--- src/rtl/rv_pipe_pkg.sv ---
// Shared fetch-stage types and constants for the 64-bit pipeline.
package rv_pipe_pkg;
  typedef enum logic [1:0] {
    IDLE = 2'd0,
    REQ  = 2'd1,
    WAIT = 2'd2,
    FULL = 2'd3
  } fetch_state_t;

  localparam logic [31:0] NOP_INSTR   = 32'h0000_0013;
  localparam int          INSTR_BYTES = 4;
endpackage

--- src/rtl/fetch_skid_buf.sv ---
// One-entry {instr, pc} holding register for a response that lands while IF/ID is stalled.
module fetch_skid_buf
  import rv_pipe_pkg::*;
#(
  parameter int XLEN = 64,
  parameter int ILEN = 32
) (
  input  logic            clk,
  input  logic            rst,
  input  logic            load,
  input  logic            pop,
  input  logic            clear,
  input  logic [ILEN-1:0] instr_d,
  input  logic [XLEN-1:0] pc_d,
  output logic            vld,
  output logic [ILEN-1:0] instr_q,
  output logic [XLEN-1:0] pc_q
);
  always_ff @(posedge clk or negedge rst) begin
    if (!rst) begin
      vld     <= 1'b0;
      instr_q <= ILEN'(NOP_INSTR);
      pc_q    <= '0;
    end else if (clear) begin
      vld <= 1'b0;
    end else if (load) begin
      vld     <= 1'b1;
      instr_q <= instr_d;
      pc_q    <= pc_d;
    end else if (pop) begin
      vld <= 1'b0;
    end
  end
endmodule

--- src/rtl/if_fetch_unit.sv ---
// Instruction-fetch producer: owns fetch PC, one outstanding imem request, registered IF/ID outputs.
// Optional misaligned-redirect trap enabled by defining IF_MISALIGN_TRAP_EN.
module if_fetch_unit
  import rv_pipe_pkg::*;
#(
  parameter int              XLEN     = 64,
  parameter int              ILEN     = 32,
  parameter logic [XLEN-1:0] RESET_PC = '0
) (
  input  logic            clk,
  input  logic            rst,
  input  logic            stall_i,
  input  logic            redirect_i,
  input  logic [XLEN-1:0] redirect_pc_i,
  output logic            imem_req_o,
  output logic [XLEN-1:0] imem_addr_o,
  input  logic            imem_gnt_i,
  input  logic            imem_rvalid_i,
  input  logic [ILEN-1:0] imem_rdata_i,
  output logic [ILEN-1:0] instruction_o,
  output logic [XLEN-1:0] pc_o,
  output logic            valid_o
`ifdef IF_MISALIGN_TRAP_EN
  , output logic          misaligned_o
`endif
);
  localparam logic [ILEN-1:0] NOP = ILEN'(NOP_INSTR);

  fetch_state_t    state;
  logic [XLEN-1:0] fetch_pc, req_pc, redir_pc;
  logic [ILEN-1:0] instr_q;
  logic [XLEN-1:0] pc_q;
  logic            valid_q, squash, hold;
  logic            stalled, consumed, fire, outstanding;
  logic            sk_vld, sk_load, sk_pop;
  logic [ILEN-1:0] sk_instr;
  logic [XLEN-1:0] sk_pc;

`ifdef IF_MISALIGN_TRAP_EN
  logic mis_q;
  logic redir_mis;
  assign redir_mis    = redirect_pc_i[1:0] != 2'b00;
  assign redir_pc     = redirect_pc_i;
  assign hold         = mis_q;
  assign misaligned_o = mis_q;
`else
  assign redir_pc = redirect_pc_i & ~XLEN'(INSTR_BYTES - 1);
  assign hold     = 1'b0;
`endif

  assign stalled     = valid_q && stall_i;
  assign consumed    = valid_q && !stall_i;
  assign imem_req_o  = (state == REQ) && !stalled;
  assign imem_addr_o = fetch_pc;
  assign fire        = imem_req_o && imem_gnt_i;
  // a response is still owed if we are waiting (or squashing) and it has not arrived this cycle
  assign outstanding = (((state == WAIT) || squash) && !imem_rvalid_i) || fire;

  assign sk_load = !redirect_i && (state == WAIT) && imem_rvalid_i && !squash && stalled;
  assign sk_pop  = !redirect_i && (state == FULL) && sk_vld && consumed;

  fetch_skid_buf #(.XLEN(XLEN), .ILEN(ILEN)) u_skid (
    .clk     (clk),
    .rst     (rst),
    .load    (sk_load),
    .pop     (sk_pop),
    .clear   (redirect_i),
    .instr_d (imem_rdata_i),
    .pc_d    (req_pc),
    .vld     (sk_vld),
    .instr_q (sk_instr),
    .pc_q    (sk_pc)
  );

  always_ff @(posedge clk or negedge rst) begin
    if (!rst) begin
      state    <= IDLE;
      fetch_pc <= RESET_PC;
      req_pc   <= RESET_PC;
      instr_q  <= NOP;
      pc_q     <= '0;
      valid_q  <= 1'b0;
      squash   <= 1'b0;
`ifdef IF_MISALIGN_TRAP_EN
      mis_q    <= 1'b0;
`endif
    end else if (redirect_i) begin
      fetch_pc <= redir_pc;
      valid_q  <= 1'b0;
      instr_q  <= NOP;
      squash   <= outstanding;
      state    <= outstanding ? WAIT : REQ;
`ifdef IF_MISALIGN_TRAP_EN
      mis_q <= redir_mis;
      if (redir_mis) begin
        state   <= IDLE;
        valid_q <= 1'b1;
        pc_q    <= redirect_pc_i;
      end
`endif
    end else begin
      if (consumed && !hold) begin
        valid_q <= 1'b0;
        instr_q <= NOP;
      end
      case (state)
        IDLE: begin
          if (imem_rvalid_i) squash <= 1'b0;
          if (!hold) state <= REQ;
        end
        REQ: if (fire) begin
          req_pc   <= fetch_pc;
          fetch_pc <= fetch_pc + XLEN'(INSTR_BYTES);
          state    <= WAIT;
        end
        WAIT: if (imem_rvalid_i) begin
          if (squash) begin
            squash <= 1'b0;
            state  <= REQ;
          end else if (!stalled) begin
            instr_q <= imem_rdata_i;
            pc_q    <= req_pc;
            valid_q <= 1'b1;
            state   <= REQ;
          end else begin
            state <= FULL;
          end
        end
        FULL: if (sk_pop) begin
          instr_q <= sk_instr;
          pc_q    <= sk_pc;
          valid_q <= 1'b1;
          state   <= REQ;
        end
        default: state <= IDLE;
      endcase
    end
  end

  assign instruction_o = instr_q;
  assign pc_o          = pc_q;
  assign valid_o       = valid_q;
endmodule
--- config.mk ---
export PLATFORM = sky130hd
export DESIGN_NAME = if_fetch_unit
export DESIGN_NICKNAME = d
export VERILOG_FILES = /design/src/rtl/rv_pipe_pkg.sv /design/src/rtl/fetch_skid_buf.sv /design/src/rtl/if_fetch_unit.sv
export SDC_FILE = /design/constraint.sdc
export NUM_CORES = 1
export LEC_CHECK = 0
export ABC_AREA = 1
export BUFFER_PORTS_ARGS = -buffer_cell sky130_fd_sc_hd__clkbuf_2
export CAP_MARGIN = 20
export CORE_ASPECT_RATIO = 0.8
export CORE_MARGIN = 2
export CORE_UTILIZATION = 27
export CTS_CLUSTER_DIAMETER = 120
export DETAILED_ROUTE_END_ITERATION = 10
export GPL_ROUTABILITY_DRIVEN = 0
export PLACE_DENSITY = 0.56
export SKIP_CTS_REPAIR_TIMING = 1
export SLEW_MARGIN = 10
export SYNTH_ARGS = -nofsm -noshare
export SYNTH_HDL_FRONTEND = slang
export SYNTH_SLANG_ARGS = --single-unit
export TNS_END_PERCENT = 1
--- constraint.sdc ---
create_clock -name clk -period 1.8 [get_ports clk]
set_clock_uncertainty 0.15 [all_clocks]
set_input_delay 0.45 -clock clk [delete_from_list [all_inputs] [get_ports clk]]
set_output_delay 0.45 -clock clk [all_outputs]
set_load 0.01 [all_outputs]
==> out/qor.txt, run 1 <==
Initial Utilization: 27.43%
Place WS: -0.2817 ns
Detail Route Antenna Nets: 0
Clk_lat worst skew: 0.57 ns
Fin cells: 3,140
Synth Area in Compound Gates: 15.74%
Syn Std Cell Area: 0.01522 mm²
Total power: 26.88 mW
Die H: 216.4 µm
H-tree Lvls: 2
NumNets Final: 2,468
DR iter-0 viols: 1,195
Area share of and/or/nand/nor cells after synthesis: 23.57%
Routed WL: 52.41 mm
Primary FF master, synth: dfrtp_1
# diodes: 0
CP Max Fanout: 3
Maximum VDD drop: 0.5078 mV
Antenna violations before repair: 1
Total GRT Usage: 17.83%
Pleak: 9.686 nW
Hpwl dp: 39.40 mm
Min Tclk post-route: 2.094 ns
Clk root buf: clkbuf_16
Seq/Total Area, Yosys: 52.16%
CP startpoint: valid_o
Fill count: 5,785
Post-Syn Instances: 1,919
Total CTS buffers: 37
Post-layout worst setup margin: -0.2937 ns
Crit Reg-Reg Startpoint: state[1]
DR WL/cell: 16.69 µm
Drt drc: 0
Fraction of layout cells with a size suffix above 1: 25.48%
Status: finished with violations
CP Launch Type: register
Syn avg cell area: 7.933 µm²
Cells along the critical path: nand2_2, buf_4, inv_1, nor2_4, buf_6
Site row count: 77
Pwr/cell area: 1297 mW/mm²
Adder-Cell Fraction of Synth Area: 0.4109%
Largest stage delay on the critical path: 0.39 ns
Worst path bufs/invs: 3
Placed cells: 3,057
HP Class: in2reg
Largest family of logic cells by synthesized area: simple AND/OR/NAND/NOR gates
Hold Vio Cnt, Final: 2
HP Start: redirect_pc_i[11]
Die ar.: 0.05831 mm²
CTS tree: done
Die X: 269.5 µm
Largest net degree at the start of global routing: 93
Hold_ws: -0.007853 ns
Core area: 0.05549 mm²
Via total after detailed routing: 14,480
Top Family by Delay on Critical Path: flip-flops
Critical Path RT: 1.20 ns
Failing checks: hold timing, setup timing
Cell area after placement: 0.01904 mm²
CTS clk-pin slew, worst paths: 0.06 ns
Ys Warns: 0
Drt pass-1 iters: 5
Clock sinks: 317
Final setup violating endpoints: 228
Setup CP Type: reg2out
Post-synth cell types: 34
Area added between synthesis and finish: 36.17%
Global route total overflow: 0
EDFF count, synth: 0
Slowest cell on crit path: dfrtp_1
Worst Path Arrival: 1.49 ns
Finished Cell Area: 0.02073 mm²
First-pass GRT wire length: 81.65 mm
FF+latch count, synth: 317
IO Pins: 264
I/O Buffers: 257
Mux contribution to synthesized area: 0%
Post-synth ARST share: 100.0%
Post-Synth XOR/XNOR Area: 0.5178%
Max-cap viol count: 0
Crit. End Element: primary output
Achievable frequency: 477.6 MHz
Average vias per placed instance: 4.611
Sum of negative setup slack: -14.30 ns
Max Slew Vio Count: 0
CTS Buffer Depth: 3
RSZ-0062 raised after global routing: true
Vias in the first global route: 14,300
Final worst path period share: 116.3%
[path summary, 6_finish.rpt]
kind                                     end  slack, ns  depth (start not counted)
min in group asynchronous            pc_o[8]       0.22                          2
hold / removal               imem_addr_o[11]     -0.008                          3
max in group asynchronous           pc_o[47]       0.63                          3
setup / recovery                  imem_req_o      -0.29                          5
setup reg to reg                  req_pc[33]      -0.17                          9
hold reg to reg            u_skid.instr_q[1]       0.33                          2
[final cells by class]
cell class	count	area [µm²]	share of cell area, %
Clock buffer	56	1069	5.154
Tap cell	750	938.4	4.527
Multi-Input combinational cell	1320	6286	30.32
Inverter	188	706.9	3.410
Clock inverter	12	167.7	0.8088
Timing Repair Buffer	497	3606	17.39
Sequential cell	317	7956	38.38
[cell usage in the layout, fill, tap and decap left out, types with 24 or more instances in the layout]
cell / Yosys / routed
nand4_1: 29 / 29
o21a_1: 66 / 66
nor2_1: 250 / 233
nand2_1: 471 / 464
o21ai_0: 206 / 196
inv_1: 186 / 182
clkbuf_2: 0 / 242
buf_4: 12 / 171
clkbuf_16: 0 / 38
buf_12: 0 / 24
buf_6: 0 / 40
a21oi_1: 125 / 125
dfrtp_1: 311 / 298
nand3_1: 86 / 86
[logic make-up (layout without fill, tap and decap cells)]
kind of cell | Yosys count | after routing
AOI/OAI and AO/OA | 428 | 428
xor gates and xnor gates | 9 | 9
adders and majority gates | 5 | 5
buffers and inverters | 285 | 753
DFF | 317 | 317
other | 1 | 4
and+or+nand+nor | 874 | 874
[registers in the layout (all words and copies together), names as in the netlist]
name            count
state               2
imem_addr_o        62
instruction_o      32
valid_o             1
u_skid.vld          1
req_pc             62
u_skid.instr_q     32
pc_o               62
u_skid.pc_q        62
squash              1
[report_power, final]
part	switching (mW)	total [mW]	leakage, nW	internal, mW
logic	5.31	9.04	5.12	3.73
clock network	3.20	7.77	0.602	4.57
registers	1.06	10.1	3.96	9.01
total	9.57	26.9	9.69	17.3
[worst register-to-register path: cells and delay by family, from the launching register on]
kind	cells	cell delay, ns
buf+inv	4	0.52
simple gates	3	0.59
compound gates	1	0.09
fa+ha+maj	1	0.18
flops	1	0.37
[Yosys cell counts, types with 12 or more instances]
cell type / instances / area share (%)
a21oi_1: 125 / 4.1
o211ai_1: 12 / 0.59
nand3_1: 86 / 2.8
inv_1: 186 / 4.6
o21a_1: 66 / 3.3
nor2_1: 250 / 6.2
clkbuf_1: 50 / 1.2
buf_2: 30 / 0.99
dfrtp_1: 311 / 51
nand2_1: 471 / 12
o21ai_0: 206 / 6.8
nand4_1: 29 / 1.2
o21bai_1: 14 / 0.69
buf_4: 12 / 0.59
[stage by stage]
step,hold slack (ns),util (%)
CTS,-0.4124,36.54
global placement,0.2018,34.31
floorplan,0.004409,-
global route,0.002603,37.36
finish,-0.007853,37.36
detailed placement,0.2007,34.31
[layer usage]
| metal | up-vias | global-route usage, % | wire (µm) |
|---|---|---|---|
| li1 | 7074 | - | - |
| met1 | 6858 | 25.34 | 24850 |
| met2 | 465 | 26.37 | 22280 |
| met3 | 81 | 4.465 | 3774 |
| met4 | 0 | 5.926 | 1508 |
| met5 | - | 0 | 0 |
No activity file was read; power rests on OpenSTA's default activity.
==> inputs of run 2 (changes only) <==
Settings changed: MAX_ROUTING_LAYER set to met4.
==> run 2 against run 1 <==
The flow still finishes with violations (hold timing, setup timing). Clock power barely moved. Cell area fell by 0.14%. Non-clock buffer count fell by 4. Die area did not move. Critical path depth did not move. Global-route usage rose by 0.55 points. Sequential power barely moved.
==> out/qor.txt, run 2 (synthesized netlist as in run 1, its figures left out) <==
Die X: 269.5 µm
CTS clk-pin slew, worst paths: 0.06 ns
Pwr/cell area: 1299 mW/mm²
Min Tclk post-route: 2.097 ns
Via total after detailed routing: 14,500
Clk root buf: clkbuf_16
# diodes: 0
HP Class: in2reg
Detail Route Antenna Nets: 0
Core area: 0.05549 mm²
Most frequent cells in the layout: nand2_1, dfrtp_1, clkbuf_2
CTS Buffer Depth: 3
RSZ-0062 raised after global routing: true
Maximum VDD drop: 0.5083 mV
Total power: 26.89 mW
CTS tree: done
Fin util: 37.30%
Critical Path RT: 1.20 ns
Drt pass-1 iters: 7
Setup CP Type: reg2out
CP Launch Type: register
Final setup violating endpoints: 213
Sum of negative setup slack: -13.81 ns
Worst Path Arrival: 1.50 ns
Area of the multi-input gates: 0.006286 mm²
DR WL/cell: 16.72 µm
Global route total overflow: 0
Total GRT Usage: 18.37%
Initial Utilization: 27.43%
Post-layout worst setup margin: -0.2965 ns
Site row count: 77
Total CTS buffers: 37
Final worst path period share: 116.5%
Area added between synthesis and finish: 35.98%
Crit. End Element: primary output
Hold Vio Cnt, Final: 5
Max Slew Vio Count: 0
Fraction of layout cells with a size suffix above 1: 25.52%
Finished Cell Area: 0.02070 mm²
Die ar.: 0.05831 mm²
Clock sinks: 317
Hold_ws: -0.01610 ns
Antenna violations before repair: 0
I/O Buffers: 257
IO Pins: 264
Max-cap viol count: 0
Place WS: -0.2817 ns
Hpwl dp: 39.40 mm
Vias in the first global route: 14,290
Pleak: 9.673 nW
Cell area after placement: 0.01904 mm²
Leading cell type in the layout, fill and taps excluded: nand2_1
CP Max Fanout: 3
FF+latch area: 0.007956 mm²
Average vias per placed instance: 4.623
Drt drc: 0
Fill count: 5,788
Routed WL: 52.42 mm
Largest net degree at the start of global routing: 93
NumNets Final: 2,464
Achievable frequency: 477.0 MHz
Status: finished with violations
First-pass GRT wire length: 81.72 mm
Die H: 216.4 µm
Failing checks: hold timing, setup timing
DR iter-0 viols: 1,245
Clk_lat worst skew: 0.57 ns
H-tree Lvls: 2
[run 2: layer usage]
metal,vias to the layer above,wire length (µm),share of wire [%],GRT usage (%)
met4,0,1571,3.0,5.926
met2,468,22260,42,26.31
met5,-,0,0,-
met3,96,3784,7.2,4.222
met1,6880,24810,47,25.56
li1,7054,-,-,-
[run 2: power by group]
part	leakage, nW	switching (mW)	internal [mW]
logic	5.11	5.30	3.73
clock network	0.602	3.20	4.58
registers	3.96	1.07	9.01
total	9.67	9.57	17.3
[run 2: per-stage QoR]
stage               hold slack [ns]  cells
floorplan                  0.004409   1922
global route              0.0005295   3136
detailed placement           0.2007   3057
finish                     -0.01610   3136
CTS                         -0.4124   3125
global placement             0.2018   3057
[run 2: final cells by class]
cell class                 count  area share, %
clock inverter                12         0.8099
inverter                     188          3.415
timing repair buffer         493          17.28
tap                          750          4.533
clock buffer                  56          5.162
multi-input combinational   1320          30.37
sequential                   317          38.43
[run 2: worst paths after layout]
path | start | cells after the start | to | slack, ns
worst max-delay path | valid_o | 5 | imem_req_o | -0.30
worst min-delay path | redirect_pc_i[24] | 3 | imem_addr_o[24] | -0.02
worst max register to register | state[1] | 9 | imem_addr_o[31] | -0.16
worst min register to register | u_skid.instr_q[1] | 2 | u_skid.instr_q[1] | 0.32
max in group asynchronous | rst | 3 | req_pc[16] | 0.63
min in group asynchronous | rst | 2 | pc_o[8] | 0.21
[run 2: worst max-delay path, cell delays in order, from the launching register on]
cell and delay [ns]:
dfrtp_1 0.39, nand2_2 0.08, buf_4 0.12, inv_1 0.10
nor2_4 0.14, buf_6 0.12
